$ cat config.mk
export PLATFORM = sky130hd
export DESIGN_NAME = psg_bus_if
export DESIGN_NICKNAME = d
export VERILOG_FILES = /design/src/rtl/psg_pkg.sv /design/src/rtl/psg_sync_fifo.sv /design/src/rtl/psg_bus_if.sv
export SDC_FILE = /design/constraint.sdc
export NUM_CORES = 1
export LEC_CHECK = 0
export ABC_AREA = 1
export BUFFER_PORTS_ARGS = -buffer_cell sky130_fd_sc_hd__buf_2
export CORE_MARGIN = 2
export CORE_UTILIZATION = 30
export DETAILED_ROUTE_END_ITERATION = 16
export SLEW_MARGIN = 40
export SYNTH_ARGS = -nofsm -noshare
export SYNTH_HDL_FRONTEND = slang
export SYNTH_SLANG_ARGS = --single-unit
$ cat constraint.sdc
create_clock -name clk -period 2.8 [get_ports clk]
set_clock_uncertainty 0.05 [all_clocks]
set_input_delay 0.28 -clock clk [delete_from_list [all_inputs] [get_ports clk]]
set_output_delay 0.28 -clock clk [all_outputs]
set_load 0.02 [all_outputs]
$ cat src/rtl/psg_pkg.sv
// psg_pkg: shared definitions for the PSG core.
//   PSG_DATA_W    - width of a host-bus byte
//   ready_state_e - state of the host READY throttle (IDLE, BUSY)
// Also imported by the register-decode stage and control_reg.
package psg_pkg;

  localparam int unsigned PSG_DATA_W = 8;

  typedef enum logic {
    IDLE = 1'b0,
    BUSY = 1'b1
  } ready_state_e;

endpackage

$ cat src/rtl/psg_sync_fifo.sv
// psg_sync_fifo: single-clock circular-buffer FIFO.
// Ports:
//   clk, rst_n - clock, asynchronous active-low reset
//   push       - write push_data this cycle (ignored when full unless pop also occurs)
//   push_data  - byte to store
//   pop        - remove the head entry this cycle (ignored when empty)
//   full       - level == DEPTH
//   empty      - level == 0
//   level      - current occupancy
//   head_data  - entry at the read pointer, combinational from storage
module psg_sync_fifo #(
  parameter int unsigned DEPTH = 4,
  parameter int unsigned WIDTH = 8
) (
  input  logic                       clk,
  input  logic                       rst_n,
  input  logic                       push,
  input  logic [WIDTH-1:0]           push_data,
  input  logic                       pop,
  output logic                       full,
  output logic                       empty,
  output logic [$clog2(DEPTH+1)-1:0] level,
  output logic [WIDTH-1:0]           head_data
);

  localparam int unsigned PW = $clog2(DEPTH);
  localparam int unsigned LW = $clog2(DEPTH + 1);

  logic [WIDTH-1:0] mem_q [DEPTH];
  logic [PW-1:0]    wr_ptr_q, rd_ptr_q;
  logic [LW-1:0]    level_q, level_d;
  logic             do_push, do_pop;

  assign full  = (level_q == LW'(DEPTH));
  assign empty = (level_q == '0);

  // A push into a full FIFO is only legal when the head leaves in the same cycle.
  assign do_pop  = pop & ~empty;
  assign do_push = push & (~full | do_pop);

  always_comb begin
    level_d = level_q;
    unique case ({do_push, do_pop})
      2'b10:   level_d = level_q + LW'(1);
      2'b01:   level_d = level_q - LW'(1);
      default: level_d = level_q;
    endcase
  end

  // DEPTH is a power of two, so the pointers wrap on their own.
  always_ff @(posedge clk or negedge rst_n) begin
    if (!rst_n) begin
      wr_ptr_q <= '0;
      rd_ptr_q <= '0;
      level_q  <= '0;
    end else begin
      if (do_push) wr_ptr_q <= wr_ptr_q + PW'(1);
      if (do_pop)  rd_ptr_q <= rd_ptr_q + PW'(1);
      level_q <= level_d;
    end
  end

  always_ff @(posedge clk or negedge rst_n) begin
    if (!rst_n) begin
      for (int i = 0; i < int'(DEPTH); i++) begin
        mem_q[i] <= '0;
      end
    end else if (do_push) begin
      mem_q[wr_ptr_q] <= push_data;
    end
  end

  assign level     = level_q;
  assign head_data = mem_q[rd_ptr_q];

endmodule

$ cat src/rtl/psg_bus_if.sv
// psg_bus_if: host-bus front end of the PSG core.
// Samples the asynchronous write bus into clk, detects one write per WEb low period,
// buffers the bytes in a FIFO and throttles the host with an SN76489-style READY.
// Ports:
//   clk, rst_n - clock, asynchronous active-low reset
//   pD         - host data bus (asynchronous)
//   WEb, CEb   - host write / chip enable, active low (asynchronous)
//   ready      - 1 = host may write, 0 = busy (registered)
//   out_data   - byte at FIFO head
//   out_valid  - FIFO non-empty
//   out_ready  - consumer accepts out_data when out_valid is 1
//   overflow   - sticky, a write was dropped on a full FIFO
//   level      - FIFO occupancy
module psg_bus_if
  import psg_pkg::*;
#(
  parameter int unsigned FIFO_DEPTH   = 4,
  parameter int unsigned READY_CYCLES = 32
) (
  input  logic                            clk,
  input  logic                            rst_n,
  input  logic [PSG_DATA_W-1:0]           pD,
  input  logic                            WEb,
  input  logic                            CEb,
  output logic                            ready,
  output logic [PSG_DATA_W-1:0]           out_data,
  output logic                            out_valid,
  input  logic                            out_ready,
  output logic                            overflow,
  output logic [$clog2(FIFO_DEPTH+1)-1:0] level
);

  localparam int unsigned LW = $clog2(FIFO_DEPTH + 1);
  localparam int unsigned CW = (READY_CYCLES > 1) ? $clog2(READY_CYCLES) : 1;

  // Synchroniser: two flops per bus line, a third on act for edge detection.
  logic                  act_s1_q, act_s2_q, act_s3_q;
  logic [PSG_DATA_W-1:0] data_s1_q, data_s2_q;

  always_ff @(posedge clk or negedge rst_n) begin
    if (!rst_n) begin
      act_s1_q  <= 1'b0;
      act_s2_q  <= 1'b0;
      act_s3_q  <= 1'b0;
      data_s1_q <= '0;
      data_s2_q <= '0;
    end else begin
      act_s1_q  <= ~WEb & ~CEb;
      act_s2_q  <= act_s1_q;
      act_s3_q  <= act_s2_q;
      data_s1_q <= pD;
      data_s2_q <= data_s1_q;
    end
  end

  logic          push_req, push_acc, pop;
  logic          fifo_full, fifo_empty;
  logic [LW-1:0] fifo_level, level_d;

  // Rising edge of the synchronised strobe: one request per host write.
  assign push_req = act_s2_q & ~act_s3_q;
  assign pop      = ~fifo_empty & out_ready;
  assign push_acc = push_req & (~fifo_full | pop);

  psg_sync_fifo #(
    .DEPTH (FIFO_DEPTH),
    .WIDTH (PSG_DATA_W)
  ) u_fifo (
    .clk       (clk),
    .rst_n     (rst_n),
    .push      (push_acc),
    .push_data (data_s2_q),
    .pop       (pop),
    .full      (fifo_full),
    .empty     (fifo_empty),
    .level     (fifo_level),
    .head_data (out_data)
  );

  // Occupancy after this edge, so the registered ready reflects the same edge's push/pop.
  always_comb begin
    level_d = fifo_level;
    unique case ({push_acc, pop})
      2'b10:   level_d = fifo_level + LW'(1);
      2'b01:   level_d = fifo_level - LW'(1);
      default: level_d = fifo_level;
    endcase
  end

  // READY throttle.
  ready_state_e  state_q, state_d;
  logic [CW-1:0] cnt_q, cnt_d;
  logic          ready_q, ready_d;
  logic          overflow_q, overflow_d;

  always_comb begin
    state_d = state_q;
    cnt_d   = cnt_q;
    unique case (state_q)
      IDLE: begin
        if (push_acc) begin
          state_d = BUSY;
          cnt_d   = CW'(READY_CYCLES - 1);
        end
      end
      BUSY: begin
        // A new write restarts the full hold-off window.
        if (push_acc) begin
          cnt_d = CW'(READY_CYCLES - 1);
        end else if (cnt_q == '0) begin
          state_d = IDLE;
        end else begin
          cnt_d = cnt_q - CW'(1);
        end
      end
    endcase
  end

  assign ready_d    = (state_d == IDLE) & (level_d < LW'(FIFO_DEPTH));
  assign overflow_d = overflow_q | (push_req & ~push_acc);

  always_ff @(posedge clk or negedge rst_n) begin
    if (!rst_n) begin
      state_q    <= IDLE;
      cnt_q      <= '0;
      ready_q    <= 1'b1;
      overflow_q <= 1'b0;
    end else begin
      state_q    <= state_d;
      cnt_q      <= cnt_d;
      ready_q    <= ready_d;
      overflow_q <= overflow_d;
    end
  end

  assign ready     = ready_q;
  assign overflow  = overflow_q;
  assign out_valid = ~fifo_empty;
  assign level     = fifo_level;

endmodule
Yosys cells after proc, flatten, opt, wreduce, memory -nomap -nowiden
Index checks and enable logic that the tools add are counted.
{"block": "totals", "in_bits": 13, "regBits": 66, "word_cells": 74, "out_inout_bits": 14}
{"block": "op_classes", "n_mux": 16, "addsub": 5, "order_cmp": 4, "reduce_logical": 5, "eq_ne": 7, "bitwise": 21}
{"op": "32-bit bitwise mux", "n": 1}
{"op": "8-bit 2-to-1 mux", "n": 3}
{"op": "8-bit binary-select mux with 2-bit select", "n": 1}
{"op": "8-bit demux with 2-bit select", "n": 1}
{"op": "5-bit 2-to-1 mux", "n": 3}
{"op": "3-bit case mux with 2 select lines", "n": 2}
{"op": "5-bit case mux with 2 select lines", "n": 1}
{"op": "1-bit AND", "n": 8}
{"op": "1-bit NOT", "n": 8}
{"op": "3-bit greater-or-equal comparator, second input constant", "n": 2}
{"op": "2-bit NOT with 3-bit output", "n": 2}
{"op": "5-bit logical NOT", "n": 1}
{"op": "5-bit by 1-bit subtractor with 5-bit output, second input constant", "n": 1}
{"op": "2-bit by 1-bit adder with 2-bit output, second input constant", "n": 2}
{"op": "2-bit by 1-bit equality test with 1-bit output, second input constant", "n": 2}
{"op": "2-bit equality test, second input constant", "n": 2}
{"op": "3-bit by 1-bit adder with 3-bit output, second input constant", "n": 1}
{"op": "3-bit equality test, second input constant", "n": 1}
{"op": "3-bit logical NOT", "n": 1}
{"op": "3-bit by 1-bit < comparator with 1-bit output, second input constant", "n": 1}
{"op": "3-bit < comparator, second input constant", "n": 1}
{"op": "1-bit 2-to-1 mux", "n": 3}
{"op": "3-bit inequality test, second input constant", "n": 1}
{"op": "1-bit OR", "n": 3}
{"op": "other kinds (6)", "n": 6}

Depth between registers and ports, before layout
{"block": "depth", "word_depth": 9, "mapped_depth": 9, "depth_no_buf": 9}

Hierarchy
A second synthesis with hierarchy kept.
{"block": "unflattened", "cells_unflattened": 317, "area_unflattened_um2": 2994.1}
{"module": "psg_sync_fifo", "n_inst": 1, "area_per_inst_um2": 2015.7, "seq_area_each_um2": 975.9, "cells_each": 236}
{"module": "psg_bus_if", "n_inst": 1, "area_per_inst_um2": 978.4, "seq_area_each_um2": 676.9, "cells_each": 81}

Worst setup path after synthesis
Ideal clock, no wire load.
{"block": "synth_path", "path_kind": "register to register", "start": "register u_fifo.level_q[0], in the netlist u_fifo.level[0]", "end": "register u_fifo.level_q[2], in the netlist u_fifo.level[2]", "n_path_buf": 0, "t_arrival_ns": 1.734, "path_stages_with_launch": 10, "setup_ns": 0.082, "path_slack_ns": 0.934, "period_less_slack_ns": 1.866, "t_required_ns": 2.668, "path_cell_list": "dfrtp_1 inv_1 ha_1 nand2_1 nand2_1 inv_1 ha_1 inv_1 nor2_1 a31oi_1"}
{"block": "synth_between", "elab_chain_len": 8, "word_cells_on_any_way": 16}
{"item": "start, declared", "line": "psg_sync_fifo.sv:31", "rtl": "logic [LW-1:0] level_q, level_d;"}
{"item": "start signal, assigned", "line": "psg_sync_fifo.sv:59", "rtl": "level_q <= level_d;"}
{"item": "3-bit logical NOT (*)", "line": "psg_sync_fifo.sv:35", "rtl": "assign empty = (level_q == '0);"}
{"item": "1-bit NOT (*)"}
{"item": "named net out_valid", "line": "psg_bus_if.sv:27", "rtl": "output logic out_valid,"}
{"item": "1-bit AND", "line": "psg_bus_if.sv:62", "rtl": "assign pop = ~fifo_empty & out_ready;"}
{"item": "1-bit AND (*)", "line": "psg_sync_fifo.sv:38", "rtl": "assign do_pop = pop & ~empty;"}
{"item": "named net u_fifo.do_pop", "line": "psg_sync_fifo.sv:32", "rtl": "logic do_push, do_pop;"}
{"item": "1-bit OR", "line": "psg_sync_fifo.sv:39", "rtl": "assign do_push = push & (~full | do_pop);"}
{"item": "1-bit AND", "line": "psg_sync_fifo.sv:39"}
{"item": "2-bit by 1-bit equality test with 1-bit output / 2-bit equality test (equally long branches)", "line": "psg_sync_fifo.sv:43", "rtl": "unique case ({do_push, do_pop})"}
{"item": "3-bit case mux with 2 select lines / 2-bit nonzero test (equally long branches)"}
Mark *: on every way through the listed nets, which the timed path passes. The rest lies on a longest branch.
A chain may end at the register's enable or synchronous reset.

Worst setup path in the final report
{"block": "layout_path", "start": "register u_fifo.rd_ptr_q[0]", "end": "output out_data[3]"}
{"block": "layout_between", "elab_chain_len": 4}
{"item": "start, declared", "line": "psg_sync_fifo.sv:30", "rtl": "logic [PW-1:0] wr_ptr_q, rd_ptr_q;"}
{"item": "start signal, assigned", "line": "psg_sync_fifo.sv:58", "rtl": "if (do_pop) rd_ptr_q <= rd_ptr_q + PW'(1);"}
{"item": "2-bit NOT with 3-bit output (implied by the code)", "line": "psg_sync_fifo.sv:74", "rtl": "assign head_data = mem_q[rd_ptr_q];"}
{"item": "8-bit binary-select mux with 2-bit select", "line": "psg_sync_fifo.sv:74"}
{"item": "8-bit 2-to-1 mux (implied by the code) (2 in a row)", "line": "psg_sync_fifo.sv:74"}
{"item": "end, declared", "line": "psg_bus_if.sv:26", "rtl": "output logic [PSG_DATA_W-1:0] out_data,"}
No other way between the ends. The select of a mux whose other input is x is not followed.

==> run metrics <==
CTS Sinks=66; final wirelength=5080 um; # port buffers=26; Most Crowded Layer GR=met2; syn_area_per_cell=10.5 um^2; Layout area overhead=17.4%; ant diodes=0; CTS tree=yes; count of cell types in the netlist=28; Slew Limit Headroom=65.8%; max cap viols=0; routed vias=1938; Synth Area in Compound Gates=12.9%; Via density=4.26; initial antenna violation count=0; post-route ant nets=0; Die H=103 um; critical-path cell list=inv_1 > o21ai_0 > o22ai_1 > buf_2; Avg WL per Cell=11.2 um; ys async rst share=100%; Final nets=342; Adder-Cell Fraction of Synth Area=4.71%; Seq/Total Area, Yosys=56.6%; Final Setup Violations=0; drt first pass iters=4; number of flops mapped to enable cells by yosys=0; post-CTS setup repair buffer count=0; Synth Cell Area=2920 um^2; CP peak stage delay=0.67 ns; Final Hold Fails=0; Non-Filler Instances=455; Seq cells post-synth=66; CTS Buffer Depth=2; Rows=36; Worst Setup End Kind=output port; WS Path Type=reg2out; chip width=103 um; pre-CTS WS=0.913 ns; PD cells=1080 nW/um^2; RSZ-0062 raised after global routing=false; I/O pins=27; Reg area=1650 um^2; required time worst endpoint=2.47 ns; GR Layer Usage met3=2.24%; clock slew at reported path FFs=0.07 ns; Final Hold Slack=0.0360 ns; largest net degree at the start of global routing=43; DP HPWL=3410 um; TNS Setup=0 ns; layout cells sized above 1=21.7%; total congestion overflow=0; Root Driver=clkbuf_8; WP data arrival=1.90 ns; post-synthesis mux area share=0%; Synth Area in XOR/XNOR=1.20%; simple-gate share of the synthesized area=17.1%; via count of the first global-routing pass=1791; YS warnings=0; Core Area=9590 um^2; GRT Util Overall=10.7%; Slew @ Worst Pin=0.513 ns; worst vdd ir=0.270 mV; PnR worst setup slack=0.566 ns; first-pass GRT wire length=8700 um; Pleak=1.61 nW; hold path depth=2; clk_lat worst skew=0.33 ns; Initial DRC Count=77; largest family of logic cells by synthesized area=simple AND/OR/NAND/NOR gates; Syn Nets=302; CTS Buf Count=9; Most used DFF post-synth=dfrtp_1; Max H-tree Level=3; worst r2r path cells=9; HP Class=in2reg; Initial Utilization=30.4%; # DRC=0; Post-Syn Instances=278; Critical Path Start Type=flip-flop; outcome=finished, final reports clean; Slowest-stage cell, CP=dfrtp_1; met2 GRT Util=15.7%; Critical Path Fanout Max=18; FMAX=448 MHz; Final Slew Violations=0; Placed Cells=431; Die ar.=10500 um^2; Layout fillers=975; crit path time final=2.23 ns; total power=3.71 mW; met1 usage=14.7%; multi-input logic area=1050 um^2; crit share post-route=79.8%; gpl congestion=0.766
[power by group]
group	leakage, nW	internal, mW	switching (mW)	total, mW
combinational	0.724	0.544	0.845	1.39
sequential	0.792	1.29	0.250	1.54
clock	0.0941	0.427	0.353	0.780
total	1.61	2.26	1.45	3.71
[sequential cells by signal, indices dropped and copies added (netlist names), 2 cells and up]
register	flops
u_fifo.mem_q	32
data_s1_q	8
data_s2_q	8
cnt_q	5
u_fifo.level	3
u_fifo.rd_ptr_q	2
u_fifo.wr_ptr_q	2
[final timing paths]
kind,startpoint,to,slack [ns]
setup / recovery,u_fifo.rd_ptr_q[0],out_data[3],0.57
hold / removal,WEb,act_s1_q,0.04
setup reg to reg,u_fifo.level[0],u_fifo.level[2],0.94
hold reg to reg,act_s1_q,act_s2_q,0.30
max in group asynchronous,rst_n,ready,1.70
min in group asynchronous,rst_n,u_fifo.mem_q[22],0.41
[through the flow]
stage	area, um^2	utilization, %
final	3430	35.7
after global routing	3430	35.7
after CTS	3430	35.7
after detailed placement	3150	32.8
after global placement	3130	32.6
after floorplan	2920	-
[worst max-delay path, delay by kind of cell, from the launching register on]
family          cells  cell delay [ns]
compound gates      2             0.36
buf+inv             2             0.54
flops               1             0.67
[cells by family (layout without fill, tap and decap cells)]
logic type / Yosys count / in the layout
AOI/OAI and AO/OA: 63 / 63
DFF: 66 / 66
buffers and inverters: 37 / 81
and+or+nand+nor: 97 / 97
xor gates and xnor gates: 4 / 4
adders and majority gates: 11 / 11
[layout make-up]
class / count / area share [%]
Inverter: 29 / 3.54
Clock inverter: 5 / 1.61
Clock buffer: 10 / 4.01
Multi-Input combinational cell: 175 / 30.6
Tap cell: 133 / 4.85
Timing Repair Buffer: 37 / 7.22
Sequential cell: 66 / 48.2
[cells in the final DEF, fill, tap and decap left out, types with 4 or more instances in the layout]
cell	Yosys	routed
nand2_1	48	48
nor2_1	25	25
nand2_8	5	5
inv_1	28	28
clkbuf_8	0	10
dfrtp_1	65	65
ha_1	11	11
o21ai_1	19	19
buf_2	2	26
o21ai_0	19	19
o22ai_1	8	8
nand2_2	4	4
nand3_1	10	10
o21ai_2	13	13
dlygate4sd3_1	0	9
[synth_stat cells (all sizes together) (2+ instances only)]
library cell / n / area (um^2)
o22ai: 8 / 50.1
nand2: 57 / 305
inv: 29 / 121
dfrtp: 65 / 1630
ha: 11 / 138
a21oi: 2 / 10.0
nand3: 11 / 67.6
nor2: 26 / 105
xnor2: 2 / 17.5
buf: 7 / 93.8
o21ai: 51 / 304
xor2: 2 / 17.5
[repair_timing]
item,in CTS,in global routing
hold buffers,9,0
resized for setup,0,0
hold endpoints to repair,32,0
[per-layer routing]
metal,vias to the layer above,part of all wire [%]
met2,32,45
met4,0,2.6
met5,-,0
li1,986,-
met1,907,49
met3,13,3.0
No activity file was read; power rests on OpenSTA's default activity.
